<file path="config.mk">
export PLATFORM = sky130hd
export DESIGN_NAME = alarm_stim_seq
export DESIGN_NICKNAME = d
export VERILOG_FILES = /design/src/rtl/alarm_stim_seq.sv
export SDC_FILE = /design/constraint.sdc
export NUM_CORES = 1
export LEC_CHECK = 0
export CAP_MARGIN = 10
export CORE_MARGIN = 5
export CORE_UTILIZATION = 51
export CTS_CLUSTER_DIAMETER = 200
export DETAILED_ROUTE_END_ITERATION = 12
export PLACE_DENSITY = 0.78
export SLEW_MARGIN = 20
export SYNTH_ARGS = -nofsm -noshare
export SYNTH_HDL_FRONTEND = slang
export SYNTH_SLANG_ARGS = --single-unit
</file>
<file path="constraint.sdc">
create_clock -name clk -period 1.95 [get_ports clk]
set_clock_uncertainty 0.1 [all_clocks]
set_input_delay 0.39 -clock clk [delete_from_list [all_inputs] [get_ports clk]]
set_output_delay 0.39 -clock clk [all_outputs]
set_load 0.01 [all_outputs]
</file>
<file path="src/rtl/alarm_stim_seq.sv">
// Stimulus sequencer for the car-alarm benches. Drives N_SIG alarm inputs
// through a timed pattern sequence (binary, walking one or Gray), holding each
// pattern for STEP_CYCLES clocks. It also counts the steps that saw any
// passive-alarm response. All outputs are registered.
module alarm_stim_seq #(
    parameter int N_SIG       = 3,
    parameter int N_STEPS     = 6,
    parameter int STEP_CYCLES = 1,
    parameter int N_PASS      = 2,
    localparam int CW         = $clog2(N_STEPS + 1)
) (
    input  logic              clk,
    input  logic              reset,
    input  logic              start,
    input  logic [1:0]        mode,
    input  logic              hold,
    input  logic [N_PASS-1:0] passive_in,
    output logic [N_SIG-1:0]  sig,
    output logic              busy,
    output logic              done,
    output logic [CW-1:0]     step_idx,
    output logic [CW-1:0]     active_cnt
);

    // The dwell counter needs at least one bit, even when each step lasts a single cycle.
    localparam int DW = (STEP_CYCLES > 1) ? $clog2(STEP_CYCLES) : 1;
    localparam logic [CW-1:0] LAST_STEP  = CW'(N_STEPS - 1);
    localparam logic [DW-1:0] LAST_DWELL = DW'(STEP_CYCLES - 1);

    typedef enum logic [1:0] {
        S_IDLE = 2'd0,
        S_RUN  = 2'd1,
        S_DONE = 2'd2
    } state_t;

    state_t             state_q;
    logic [1:0]         mode_q;
    logic [N_SIG-1:0]   cnt_q;       // running binary count used for count/Gray patterns
    logic [N_SIG-1:0]   sig_q;
    logic               busy_q;
    logic               done_q;
    logic [CW-1:0]      step_q;
    logic [DW-1:0]      dwell_q;
    logic [CW-1:0]      active_q;

    logic [N_SIG-1:0]   cnt_d;
    logic [N_SIG-1:0]   pattern_d;
    logic [N_SIG-1:0]   seed_d;

    // Next pattern for the latched mode, derived from the current count or pattern.
    always_comb begin
        cnt_d     = cnt_q + N_SIG'(1);
        pattern_d = cnt_d;
        unique case (mode_q)
            2'd1:    pattern_d = {sig_q[N_SIG-2:0], sig_q[N_SIG-1]};
            2'd2:    pattern_d = cnt_d ^ (cnt_d >> 1);
            default: pattern_d = cnt_d;
        endcase
        // The first pattern of a run depends on the mode presented with start.
        seed_d = (mode == 2'd1) ? N_SIG'(1) : '0;
    end

    // Sequencer FSM: IDLE -> RUN -> DONE -> IDLE, with every output registered here.
    always_ff @(posedge clk) begin
        if (reset) begin
            state_q  <= S_IDLE;
            mode_q   <= 2'd0;
            cnt_q    <= '0;
            sig_q    <= '0;
            busy_q   <= 1'b0;
            done_q   <= 1'b0;
            step_q   <= '0;
            dwell_q  <= '0;
            active_q <= '0;
        end else begin
            done_q <= 1'b0;
            unique case (state_q)
                S_IDLE: begin
                    sig_q <= '0;
                    if (start) begin
                        mode_q   <= mode;
                        cnt_q    <= '0;
                        sig_q    <= seed_d;
                        step_q   <= '0;
                        dwell_q  <= '0;
                        active_q <= '0;
                        busy_q   <= 1'b1;
                        state_q  <= S_RUN;
                    end
                end
                S_RUN: begin
                    // While hold is high everything, including the response count, is frozen.
                    if (!hold) begin
                        if (dwell_q != LAST_DWELL) begin
                            dwell_q <= dwell_q + DW'(1);
                        end else begin
                            dwell_q <= '0;
                            if (|passive_in) begin
                                active_q <= active_q + CW'(1);
                            end
                            if (step_q == LAST_STEP) begin
                                sig_q   <= '0;
                                busy_q  <= 1'b0;
                                done_q  <= 1'b1;
                                state_q <= S_DONE;
                            end else begin
                                step_q <= step_q + CW'(1);
                                sig_q  <= pattern_d;
                                cnt_q  <= cnt_d;
                            end
                        end
                    end
                end
                S_DONE: begin
                    // A single cycle here so done is exactly one clock wide; start is ignored.
                    busy_q  <= 1'b0;
                    state_q <= S_IDLE;
                end
                default: begin
                    state_q <= S_IDLE;
                end
            endcase
        end
    end

    assign sig        = sig_q;
    assign busy       = busy_q;
    assign done       = done_q;
    assign step_idx   = step_q;
    assign active_cnt = active_q;

endmodule

</file>
**Yosys cells after proc, flatten, opt, wreduce, memory -nomap -nowiden**

Cells that the tools add are included.

- $add $sub $neg: 4
- Equal/unequal tests: 12
- Multiplexer cells: 35
- Bitwise operators: 2
- Reduce and logical (&&, ||, !) cells: 12

Operators by type and width:

| kind | number |
|---|---|
| 2-to-1 mux 3 bit | 13 |
| case mux 3 bit (2 select lines) | 5 |
| AND reduction 5 bit | 3 |
| != test 2 bit, second input constant | 6 |
| 2-to-1 mux 1 bit | 10 |
| adder 3 x 1 -> 3 bit, second input constant | 3 |
| 2-to-1 mux 2 bit | 4 |
| == test 2 x 1 -> 1 bit, second input constant | 3 |
| AND reduction 3 bit | 2 |
| == test 2 bit, second input constant | 2 |
| case mux 2 bit (2 select lines) | 1 |
| AND reduction 4 bit | 1 |
| OR reduction 4 bit | 1 |
| == test 3 bit, second input constant | 1 |
| case mux 1 bit (3 select lines) | 1 |
| nonzero test 3 bit | 1 |
| bitwise XOR 3 x 2 -> 3 bit | 1 |
| logical NOT 2 bit | 1 |
| case mux 1 bit (2 select lines) | 1 |
| AND reduction 2 bit | 1 |
| nonzero test 2 bit | 1 |
| OR reduction 2 bit | 1 |
| adder 1 bit, second input constant | 1 |
| inverter 1 bit | 1 |

- Register bits after elaboration: 19
- Bits of input ports: 8
- Output and inout port bits: 11

**Longest topological paths before layout**

- Depth in word-level cells: 7
- Mapped depth: 7
- Gate-level depth less buffers: 6

**Worst setup path after synthesis**

OpenSTA, ideal clock, no wires.

- Path kind: register to register
- From: reg state_q[0]
- To: reg busy_q (netlist: busy)
- Library setup time: 0.086 ns
- Data arrival time: 1.365 ns
- Path slack: 0.399 ns
- Stages on the path, launching flop included: 8
- Path buffers: 1
- Path through: dfxtp_1 > inv_1 > ha_1 > buf_6 > nor2b_2 > a211oi_2 > nor2_1 > a211oi_1

- Cells in the longest elaborated chain, start to end: 3

RTL lines:

| what | RTL line | text |
|---|---|---|
| start, declared | 36 | `state_t state_q;` |
| start signal, assigned | 66 | `state_q <= S_IDLE;` |
| start signal, assigned | 88 | `state_q <= S_RUN;` |
| start signal, assigned | 105 | `state_q <= S_DONE;` |
| == test 2 x 1 -> 1 bit (tied with other cells) | 77 | `unique case (state_q)` |
| != test 2 bit (no source line) / nonzero test 3 bit (equally long branches) | n/a |  |
| AND reduction 5 bit (no source line) | n/a |  |
| end signal, assigned | 70 | `busy_q <= 1'b0;` |
| end signal, assigned | 87 | `busy_q <= 1'b1;` |
| end signal, assigned | 103 | `busy_q <= 1'b0;` |
| end, declared | 40 | `logic busy_q;` |

Parallel ways exist; a longest one is shown, timed or not.
A chain may end at the register's enable or synchronous reset.

**Final worst setup path**

- From: reg step_q[2] (netlist: step_idx[2])
- To: out step_idx[2]

RTL lines:

| what | RTL line | text |
|---|---|---|
| start, declared | 42 | `logic [CW-1:0] step_q;` |
| start signal, assigned | 107 | `step_q <= step_q + CW'(1);` |
| end, declared | 21 | `output logic [CW-1:0] step_idx,` |

No word-level cell between the ends.

==> impl_results.md <==
- Fmax: roughly 0.55 GHz
- Vias: 908
- CP required: about 1500 ps
- Status: finished, final reports clean
- Top-area cell type share of the netlist area: 34.4%
- EDFF count, synth: 0
- First-pass DRT Iterations: 4
- Area of the core: between 1500 and 2000 sq um
- Initial antenna violation count: 0
- DRC viols: 0
- Placer Congestion: 0.741
- Die area: 3060 sq um
- Synth Cell Area: 1050 sq um
- Register area share after synthesis: about a third
- Worst Path Buf+Inv: 1
- DP HPWL: 1.70 mm
- Largest area contributor in the netlist: dfxtp_1
- Netlist cell types: 37
- Relative slew slack: 76.6%
- First-pass GRT wire length: approximately 3.8 mm
- Row Count: 16
- Grt total ovfl: 0
- Cell Area, Placed: around 1300 sq um
- Synth Register Bits: 18
- Final Max Tran Viols: 0
- Clock-pin transition on the worst setup and hold timing paths: 100 ps
- CP arrival: 1330 ps
- Clk buf depth: 2
- CTS tree: built
- GRT Overall Usage: 15.0%
- Worst setup EP type: output port
- Max_cap viols: 0
- Die Span Y: around 55 microns
- Least-Margin Pin Slew: 348 ps
- Initial DRC Count: 23
- Async SR Flop Fraction: 0%
- Routed Antenna Nets: 0
- CTS Buf Count: 3
- Die width: about 55 microns
- Htree depth: 1
- Period utilization: between 90 and 100%
- Max VDD drop: approximately 0.00043 V
- Finished Cell Area: around 1300 sq um
- Hold Path Class: register to register
- Fin. Hold Viols: 0
- Mapped Nets: 136
- Nets: between 150 and 200
- Hold slack: about 390 ps
- Ant diodes: 0
- Vias per Instance: 5.50
- CTS Root Cell: clkbuf_4
- Clock sink count: 18
- Vias in the first global route: roughly 900
- WL final: between 2 and 2.5 mm
- Share of cells above drive strength 1: between 10% and 20%
- Yosys Warn Count: 0
- Synth top cells by count: 18 x dfxtp_1, 16 x nor2_1, 10 x ha_1
- Leakage Power: 0.486 nW
- Slowest-stage cell, CP: clkdlybuf4s50_1
- Avg Synthesized Cell Area: ~8.9 sq um
- Count leader, synth: dfxtp_1
- Startpoint types: register
- PwrDens: slightly below 700 nW/um^2
- Synth Flop Type: dfxtp_1
- Largest fanout on the critical path: 6
- Delay-heaviest family, CP: buffers and inverters
- Synth Instances: approximately 120
- P&R area growth vs syn: 22.1%
- Starting Density: between 50% and 60%
- Cell chain of the critical path: clkdlybuf4s50_1
- Slowest stage delay, CP: ~580 ps
- I/O pin cnt: 19
- Min Tclk post-route: roughly 1800 ps
- Kind of critical path: register to output port
- Pwr Total: 887 uW
- Worst skew pair latency: ~300 ps
- Buffers on Ports: 18
- Top cells by area, synth: dfxtp_1 34%, ha_1 12%, nor2_1 5.7%
- Largest net degree at the start of global routing: 17
- Wire per inst: roughly 13 microns
- Final setup viols: 0
==> flip-flops by register name, indices dropped and copies added (netlist names) <==
name,count
done,1
active_cnt,3
mode_q,2
step_idx,3
sig,3
busy,1
state_q,2
cnt_q,3
==> metrics by stage <==
step | cells | setup slack, ps | TNS, ps | util, %
floorplan | 118 | 399 | 0 | -
global placement | 162 | 141 | 0 | 63.9
detailed placement | 162 | 89.9 | 0 | 63.9
CTS | 165 | 90.5 | 0 | 65.1
global route | 165 | -10.8 | -10.8 | 65.2
finish | 165 | 135 | 0 | 65.2
==> what timing repair did <==
| item | in CTS | in global routing |
|---|---|---|
| hold buffers | 0 | 0 |
| setup buffers | 0 | 0 |
| endpoints found under the setup margin | 0 | 4 |
| gates resized for setup | 0 | 1 |
==> cells in the final DEF, fill, tap and decap left out, types with 2 or more instances in the layout <==
cell / count
xnor2_1: 3
clkbuf_4: 3
a32oi_1: 2
inv_1: 5
o21ai_1: 2
ha_1: 9
dfxtp_1: 18
a211oi_1: 4
a22oi_1: 2
a31oi_1: 2
a21o_1: 2
nand2_1: 9
nor2_1: 16
buf_4: 3
clkdlybuf4s50_1: 18
mux2i_1: 3
a221oi_1: 2
nor2b_1: 2
nand3_1: 2
nand3b_1: 4
a21oi_1: 7
nand2b_1: 3
==> final cells by class <==
cell class	count	area, sq um
inverters	6	27.5
clock buffers	3	22.5
multi-input cells	90	632
well taps	27	33.8
repair buffers	21	203
flip-flops and latches	18	360
fillers	189	683
==> final timing paths <==
kind | start | endpoint | slack, ps | depth (start not counted)
worst max-delay path | step_idx[2]$_SDFFE_PP0P_ | step_idx[2] | 130 | 1
worst min-delay path | mode_q[1]$_SDFFE_PP0P_ | mode_q[1]$_SDFFE_PP0P_ | 390 | 2
worst max register to register | state_q[1]$_SDFFE_PP0P_ | cnt_q[2]$_SDFFE_PP0P_ | 190 | 6
worst min register to register | mode_q[1]$_SDFFE_PP0P_ | mode_q[1]$_SDFFE_PP0P_ | 390 | 2
==> power breakdown <==
group          switching [mW]  total, mW  internal, mW
Sequential             0.0250      0.420         0.395
Clock                   0.114      0.186        0.0720
Combinational           0.148      0.282         0.134
==> routing by layer <==
layer	track usage (%)	vias to the layer above	share of wire (%)
met2	26.7	26	49
met4	5.21	0	1.2
li1	-	460	-
met5	0	-	0
met1	17.2	418	45
met3	3.96	4	5.0
==> logic make-up (layout without fill, tap and decap cells) <==
family          Yosys count  after routing  share of synthesized area (%)
simple gates             42             42                           20.6
compound gates           30             30                           20.3
flops                    18             18                           34.4
fa+ha+maj                10             10                           11.9
buf+inv                  10             30                           5.50
xor+xnor                  4              4                           3.35
mux                       4              4                           3.94
No activity file was read; power rests on OpenSTA's default activity.
